`src/rtl/alu_pkg.sv`:
```
// Shared types for the sequential ALU: opcode encoding, handshake FSM states
// and the status flag bundle. Also holds the helper that decides which
// opcodes run on the iterative engine. SEQ_ALU_DIV_EN selects whether DIV
// is one of them.
package alu_pkg;

   typedef enum logic [2:0] {
      OP_ADD = 3'd0,
      OP_SUB = 3'd1,
      OP_AND = 3'd2,
      OP_OR  = 3'd3,
      OP_XOR = 3'd4,
      OP_SHL = 3'd5,
      OP_MUL = 3'd6,
      OP_DIV = 3'd7
   } alu_op_t;

   typedef enum logic [1:0] {
      ST_IDLE = 2'd0,
      ST_ITER = 2'd1,
      ST_FIX  = 2'd2,
      ST_DONE = 2'd3
   } seq_alu_state_t;

   typedef struct packed {
      logic z;
      logic n;
      logic v;
      logic dz;
   } alu_flags_t;

   // True for opcodes that take the multi-cycle path through the engine
   function automatic logic is_iterative(alu_op_t op);
`ifdef SEQ_ALU_DIV_EN
      return (op == OP_MUL) || (op == OP_DIV);
`else
      return (op == OP_MUL);
`endif
   endfunction

endpackage

```
`src/rtl/seq_alu_muldiv.sv`:
```
// Iterative multiply / divide engine for seq_alu.
// start loads the operands; every cycle with step high performs one
// shift-add (MUL) or one restoring-subtract on operand magnitudes (DIV).
// After WIDTH steps the corrected result and flags are valid on the outputs.
// The divide path exists only when SEQ_ALU_DIV_EN is defined.
module seq_alu_muldiv
   import alu_pkg::*;
#(
   parameter int WIDTH = 16
) (
   input  logic             clk,
   input  logic             rst_n,
   input  logic             start,
   input  logic             step,
`ifdef SEQ_ALU_DIV_EN
   input  logic             is_div,
`endif
   input  logic [WIDTH-1:0] a,
   input  logic [WIDTH-1:0] b,
   output logic [WIDTH-1:0] result,
   output logic             flag_v,
   output logic             flag_dz
);

   // The low WIDTH bits of a signed product equal those of the unsigned
   // product of the two's complement patterns, so plain shift-add suffices.
   logic [WIDTH-1:0] acc;
   logic [WIDTH-1:0] mcand;
   logic [WIDTH-1:0] mplier;

`ifdef SEQ_ALU_DIV_EN
   localparam logic [WIDTH-1:0] MIN_VAL = {1'b1, {(WIDTH-1){1'b0}}};

   logic             mode_div;
   logic             neg_q;
   logic             dz_q;
   logic             ovf_q;
   logic [WIDTH-1:0] dvs;
   logic [WIDTH-1:0] quo;
   logic [WIDTH-1:0] rem;
   logic [WIDTH:0]   rem_sh;
   logic [WIDTH:0]   rem_sub;

   // Magnitude as an unsigned value; MIN maps to 2^(WIDTH-1), which still fits
   function automatic logic [WIDTH-1:0] mag(input logic [WIDTH-1:0] x);
      return x[WIDTH-1] ? (~x + 1'b1) : x;
   endfunction

   // Next partial remainder: shift in the next dividend bit, trial-subtract
   always_comb begin
      rem_sh  = {rem, quo[WIDTH-1]};
      rem_sub = rem_sh - {1'b0, dvs};
   end
`endif

   // Operand load on start, one iteration per step
   always_ff @(posedge clk or negedge rst_n) begin
      if (!rst_n) begin
         acc    <= '0;
         mcand  <= '0;
         mplier <= '0;
`ifdef SEQ_ALU_DIV_EN
         mode_div <= 1'b0;
         neg_q    <= 1'b0;
         dz_q     <= 1'b0;
         ovf_q    <= 1'b0;
         dvs      <= '0;
         quo      <= '0;
         rem      <= '0;
`endif
      end else if (start) begin
         acc    <= '0;
         mcand  <= a;
         mplier <= b;
`ifdef SEQ_ALU_DIV_EN
         mode_div <= is_div;
         neg_q    <= a[WIDTH-1] ^ b[WIDTH-1];
         dz_q     <= (b == '0);
         ovf_q    <= (a == MIN_VAL) && (b == '1);
         dvs      <= mag(b);
         quo      <= mag(a);
         rem      <= '0;
`endif
      end else if (step) begin
         if (mplier[0]) begin
            acc <= acc + mcand;
         end
         mcand  <= mcand << 1;
         mplier <= mplier >> 1;
`ifdef SEQ_ALU_DIV_EN
         if (rem_sh >= {1'b0, dvs}) begin
            rem <= rem_sub[WIDTH-1:0];
            quo <= {quo[WIDTH-2:0], 1'b1};
         end else begin
            rem <= rem_sh[WIDTH-1:0];
            quo <= {quo[WIDTH-2:0], 1'b0};
         end
`endif
      end
   end

   // Final result: product as is, or quotient with sign and boundary fixes
   always_comb begin
      result  = acc;
      flag_v  = 1'b0;
      flag_dz = 1'b0;
`ifdef SEQ_ALU_DIV_EN
      if (mode_div) begin
         if (dz_q) begin
            result  = '1;
            flag_dz = 1'b1;
         end else begin
            // MIN / -1: magnitude 2^(WIDTH-1) stays positive and reads back
            // as MIN, so only the overflow flag needs raising.
            result = neg_q ? (~quo + 1'b1) : quo;
            flag_v = ovf_q;
         end
      end
`endif
   end

endmodule

```
`src/rtl/seq_alu.sv`:
```
// seq_alu: handshaked, width-configurable signed ALU.
// One operation at a time: accepted over in_valid/in_ready, returned over
// out_valid/out_ready. Simple ops complete in one step; MUL (and DIV when
// SEQ_ALU_DIV_EN is defined) run WIDTH iterations in seq_alu_muldiv plus
// a fix-up cycle. WIDTH must be a power of two and at least 4.
//
// Handshake: a transfer happens on a rising edge where valid and ready are
// both high; valid never depends on ready, and result/flags stay stable
// while out_valid is high and out_ready is low.
module seq_alu
   import alu_pkg::*;
#(
   parameter int WIDTH = 16
) (
   input  logic             clk,
   input  logic             rst_n,
   input  logic             in_valid,
   output logic             in_ready,
   input  logic [2:0]       op,
   input  logic [WIDTH-1:0] lhs,
   input  logic [WIDTH-1:0] rhs,
   output logic             out_valid,
   input  logic             out_ready,
   output logic [WIDTH-1:0] result,
   output logic             flag_z,
   output logic             flag_n,
   output logic             flag_v,
   output logic             flag_dz,
   output seq_alu_state_t   dbg_state
);

   localparam int SHW = $clog2(WIDTH);
   localparam int CW  = $clog2(WIDTH + 1);

   seq_alu_state_t   state;
   logic [CW-1:0]    cnt;
   logic [WIDTH-1:0] res_q;
   alu_flags_t       flg_q;

   alu_op_t          op_e;
   logic             accept;
   logic             eng_start;
   logic             eng_step;
   logic [WIDTH-1:0] eng_res;
   logic             eng_v;
   logic             eng_dz;

   logic [WIDTH-1:0] sum;
   logic [WIDTH-1:0] diff;
   logic [WIDTH-1:0] simple_res;
   logic             simple_v;
   logic             simple_dz;

   assign op_e      = alu_op_t'(op);
   assign in_ready  = (state == ST_IDLE);
   assign out_valid = (state == ST_DONE);
   assign accept    = in_valid && in_ready;
   assign eng_start = accept && is_iterative(op_e);
   assign eng_step  = (state == ST_ITER);
   assign sum       = lhs + rhs;
   assign diff      = lhs - rhs;

   assign result    = res_q;
   assign flag_z    = flg_q.z;
   assign flag_n    = flg_q.n;
   assign flag_v    = flg_q.v;
   assign flag_dz   = flg_q.dz;
   assign dbg_state = state;

   // Single-cycle datapath for the simple opcodes
   always_comb begin
      simple_res = '0;
      simple_v   = 1'b0;
      simple_dz  = 1'b0;
      case (op_e)
         OP_ADD: begin
            simple_res = sum;
            simple_v   = (lhs[WIDTH-1] == rhs[WIDTH-1]) && (sum[WIDTH-1] != lhs[WIDTH-1]);
         end
         OP_SUB: begin
            // Effective addition is lhs + (-rhs): operand signs differ here
            simple_res = diff;
            simple_v   = (lhs[WIDTH-1] != rhs[WIDTH-1]) && (diff[WIDTH-1] != lhs[WIDTH-1]);
         end
         OP_AND: simple_res = lhs & rhs;
         OP_OR:  simple_res = lhs | rhs;
         OP_XOR: simple_res = lhs ^ rhs;
         OP_SHL: simple_res = lhs << rhs[SHW-1:0];
`ifndef SEQ_ALU_DIV_EN
         OP_DIV: simple_dz = 1'b1;
`endif
         default: simple_res = '0;
      endcase
   end

   seq_alu_muldiv #(
      .WIDTH (WIDTH)
   ) u_muldiv (
      .clk     (clk),
      .rst_n   (rst_n),
      .start   (eng_start),
      .step    (eng_step),
`ifdef SEQ_ALU_DIV_EN
      .is_div  (op_e == OP_DIV),
`endif
      .a       (lhs),
      .b       (rhs),
      .result  (eng_res),
      .flag_v  (eng_v),
      .flag_dz (eng_dz)
   );

   // Handshake FSM with registered result and flags
   always_ff @(posedge clk or negedge rst_n) begin
      if (!rst_n) begin
         state <= ST_IDLE;
         cnt   <= '0;
         res_q <= '0;
         flg_q <= '0;
      end else begin
         case (state)
            ST_IDLE: begin
               if (in_valid) begin
                  if (is_iterative(op_e)) begin
                     cnt   <= CW'(WIDTH);
                     state <= ST_ITER;
                  end else begin
                     res_q    <= simple_res;
                     flg_q.z  <= (simple_res == '0);
                     flg_q.n  <= simple_res[WIDTH-1];
                     flg_q.v  <= simple_v;
                     flg_q.dz <= simple_dz;
                     state    <= ST_DONE;
                  end
               end
            end
            ST_ITER: begin
               // The engine steps on this same edge; leave once the last one lands
               cnt <= cnt - 1'b1;
               if (cnt == CW'(1)) begin
                  state <= ST_FIX;
               end
            end
            ST_FIX: begin
               res_q    <= eng_res;
               flg_q.z  <= (eng_res == '0);
               flg_q.n  <= eng_res[WIDTH-1];
               flg_q.v  <= eng_v;
               flg_q.dz <= eng_dz;
               state    <= ST_DONE;
            end
            ST_DONE: begin
               if (out_ready) begin
                  state <= ST_IDLE;
               end
            end
            default: state <= ST_IDLE;
         endcase
      end
   end

endmodule

```
`config.mk`:
```
export PLATFORM = sky130hd
export DESIGN_NAME = seq_alu
export DESIGN_NICKNAME = d
export VERILOG_FILES = /design/src/rtl/alu_pkg.sv /design/src/rtl/seq_alu_muldiv.sv /design/src/rtl/seq_alu.sv
export SDC_FILE = /design/constraint.sdc
export NUM_CORES = 1
export LEC_CHECK = 0
export ABC_AREA = 1
export CAP_MARGIN = 0
export CELL_PAD_IN_SITES_DETAIL_PLACEMENT = 0
export CELL_PAD_IN_SITES_GLOBAL_PLACEMENT = 1
export CORE_MARGIN = 5
export CORE_UTILIZATION = 46
export DETAILED_ROUTE_END_ITERATION = 10
export PLACE_DENSITY = 0.93
export SKIP_LAST_GASP = 1
export SLEW_MARGIN = 20
export SYNTH_ARGS = -nofsm -noshare
export SYNTH_HDL_FRONTEND = slang
export SYNTH_HIERARCHICAL = 1
export SYNTH_SLANG_ARGS = --single-unit
```
`constraint.sdc`:
```
create_clock -name clk -period 2.9 [get_ports clk]
set_input_delay 0.435 -clock clk [delete_from_list [all_inputs] [get_ports clk]]
set_output_delay 0.435 -clock clk [all_outputs]
set_load 0.1 [all_outputs]
```
==> impl_results.md <==
* Area delta synth->final at 21.5%
* Worst ir drop on vdd at ~0.8 mV
* Leak at around 5.2 nW
* Layout cells sized above 1 at 13.5%
* Cell Area, Placed at 9210 µm²
* Fin crit share at 94.7%
* Seq pwr share at 24.1%
* Via density at approximately 5.3
* GRT Resource Usage Total at between 20% and 30%
* Switching share of power at a little over half
* H-tree levels at 3
* Detailed Place HPWL at between 20000 and 25000 µm
* Final number of hold-violating endpoints at 0
* IO Count at 63
* Initial DRC Count at between 700 and 800
* Vias in the first global route at just over 8000
* Number of gates resized after cts at 0
* Core footprint at about 17000 µm²
* Overall power at a little over 0.007 W
* Netlist cell types at 47
* Nets at between 1500 and 2000
* Clock Skew at roughly 9.1 ps
* FILL cells at ~1700
* Detailed Route WL at 26300 µm
* Wire per inst at around 16 µm
* Multiplexer share of the synthesized area at less than 1%
* Critical path class: in -> reg
* Headroom to the max-slew limit at 37.4%
* Clock Pin Slew Worst Setup and Hold Paths at 70 ps
* Initial antenna violation count at 0
* Post-CTS Hold Fix Bufs at 0
* CTS Root Cell: clkbuf_16
* Comb pwr share at between 50 and 60%
* Status: finished clean
* PwrDens at ~750 nW/µm²
* Async SR Flop Fraction at between 90% and 100%
* Largest family of logic cells by synthesized area: simple AND/OR/NAND/NOR gates
* Post-DRT Antenna Nets at 0
* Clk pwr share at between 10% and 20%
* First-pass GRT wire length at 41600 µm
* Power Internal at around 0.0034 W
* Max_cap viols at 0
* DRT Pass-1 Iters at 5
* Chip Width at around 140 µm
* Startpoint Class: primary input
* CP Capture Type: flip-flop
* Mapped Area at 7830 µm²
* Sequential share of the synthesized area at 23.6%
* Vert. Die Dim at 141 µm
* GPL Wtd Cong at around 1
* Ys flop type: dfrtp_1
* # clock sinks at 74
* Hold slack at 225 ps
* Synth Area in XOR/XNOR at less than 1%
* FMAX at roughly 360 MHz
* Switching pwr at about 0.0038 W
* Gr ovfl total at 0
* Row count at 47
* Crit-path max FO at 15
* Utilization of the core after routing at between 50 and 60%
* Worst Max-Slew Pin Slew at around 940 ps
* Adder-cell share of the synthesized area at roughly an eighth
* Final Critical Period at ~2700 ps
* Routed via count at about 8600
* # DRC at 0
* Initial Utilization at a little under half
* Fin. max-slew vios at 0
* CP arrival at between 3000 and 4000 ps
* Final setup viols at 0
* Compound-Gate Fraction of Synth Area at 12.4%
* Worst-Skew Late Latency at roughly 340 ps
* Final Cell Area at ~9500 µm²
* HP Class: in -> async
* Post-CTS Setup Bufs at 0
* Area of the die at roughly 20000 µm²
* EDFF count, synth at 0
* Mapped Avg Cell Area at a little over 6 µm²
* TritonCTS clock tree: built
* Data required time of the critical path at approximately 3200 ps
* Largest net degree at the start of global routing at 75
* Syn. warnings at 6
* Yosys reg bits at between 70 and 80
* Setup tns final at 0 ps
* Clock Tree Buf Depth at 2
* Mapped Cells at roughly 1300
* Cts bufs inserted at 9
* RSZ-0062 raised after global routing: yes
* # diodes at 0
* Port bufs at between 60 and 70
* Simple-gate area share of the yosys netlist at between 30% and 40%
-- critical path, stage by stage --
cell and delay [ps]:
clkdlybuf4s50_1 580, buf_4 270, ha_1 260, nor2_1 70, nand2_1 150, nand3_1 90
nand2_1 210, nand2_1 140, nand2_1 110, nand2_1 50, nand3_1 70, nand3_1 140
nor2_1 110, nand3_1 80, nor2_1 100, nor2_1 50, nor2_1 80
-- cell type report --
| cell class | count | area (µm²) | area share [%] |
|---|---|---|---|
| clock inverters | 7 | 75.1 | 0.789 |
| multi-input cells | 945 | 5000 | 52.5 |
| clock buffers | 9 | 225 | 2.37 |
| inverters | 205 | 772 | 8.11 |
| repair buffers | 162 | 1320 | 13.9 |
| flip-flops and latches | 74 | 1850 | 19.5 |
| well taps | 220 | 275 | 2.89 |
-- cells in the final DEF (no fill, tap or decap), types with 2 or more instances in the layout --
cell type | netlist | layout
o21ai_1 | 6 | 7
or2_1 | 3 | 3
nand2_2 | 6 | 6
mux2i_1 | 3 | 3
ha_1 | 72 | 69
nand3b_1 | 6 | 6
nor2_1 | 122 | 119
xor2_1 | 3 | 3
clkdlybuf4s50_1 | 0 | 37
nand2_1 | 396 | 396
a21oi_1 | 54 | 54
nor2_2 | 5 | 8
nor3_1 | 8 | 8
nand3_4 | 2 | 2
nor2_4 | 3 | 3
a31oi_1 | 3 | 3
clkinv_2 | 0 | 2
and2_1 | 4 | 4
inv_2 | 18 | 18
inv_1 | 185 | 185
fa_1 | 3 | 3
ha_2 | 0 | 3
a21oi_2 | 2 | 2
buf_4 | 5 | 124
o221ai_1 | 29 | 29
clkbuf_16 | 0 | 9
o21ai_0 | 44 | 43
nand3_1 | 123 | 123
nand4_1 | 17 | 17
nor4_1 | 2 | 2
dfrtp_1 | 74 | 74
o21bai_1 | 3 | 3
o22ai_1 | 8 | 8
inv_6 | 0 | 2
conb_1 | 1 | 2
o211ai_1 | 5 | 5
clkinv_4 | 0 | 2
-- cells by family after synthesis --
family / count (synthesis)
and+or+nand+nor: 702
buffers and inverters: 250
AOI/OAI and AO/OA: 160
other: 1
xor gates and xnor gates: 3
DFF: 74
muxes: 3
adders and majority gates: 75
-- power by group through the flow --
| stage | clock (W) | sequential, W | combinational (W) |
|---|---|---|---|
| finish | 0.00115 | 0.00172 | 0.00427 |
| global route | 0.00121 | 0.00176 | 0.00464 |
| CTS | 0.00117 | 0.00172 | 0.00424 |
| detailed placement | 0 | 0.00174 | 0.00421 |
| global placement | 0 | 0.00172 | 0.00415 |
| floorplan | 0 | 0.00255 | 0.00217 |
-- cell usage after synthesis, drive strengths merged, types with 9 or more instances --
cell type	n	area share, %
clkbuf	11	0.53
a21oi	56	3.7
buf	34	2.4
dfrtp	74	24
nor2	130	6.7
nand2	402	19
o221ai	29	3.2
inv	204	9.8
o21ai	50	3.2
nor3	9	0.64
nand3	126	8.4
nand4	17	1.4
ha	72	11
-- stage by stage --
step           setup WS, ps  cells
2_1_floorplan           174   1269
3_3_place_gp           -230   1606
6_report                153   1622
3_5_place_dp           -226   1606
4_1_cts                 129   1622
5_1_grt               -22.1   1622
-- routing by layer --
metal  track usage, %  up-vias  wire length (µm)
met2             43.8      303             12300
met1             34.0     3954             11200
li1                 -     4311                 -
met5                0        -                 0
met4             11.0        0              1030
met3             4.06       60              1730
-- sequential cells by signal, indices dropped and copies added, names as in the netlist --
signal and count:
cnt 5, u_muldiv/result 16, result 16, u_muldiv/mcand 16, flag_z 1, flag_v 1, flag_dz 1, u_muldiv/mplier 16
dbg_state 2
-- worst paths after layout --
kind | from | end | slack, ps | cells past startpoint
max in group asynchronous | rst_n | u_muldiv/mplier[8] | 2050 | 1
min in group clk | result[2] | result[2] | 490 | 2
min reg2reg | result[2] | result[2] | 490 | 2
max reg2reg | dbg_state[0] | u_muldiv/result[0] | 660 | 8
min | rst_n | cnt[2] | 230 | 1
max | rhs[2] | flag_z | 150 | 17
Power figures use the tool's default switching activity.
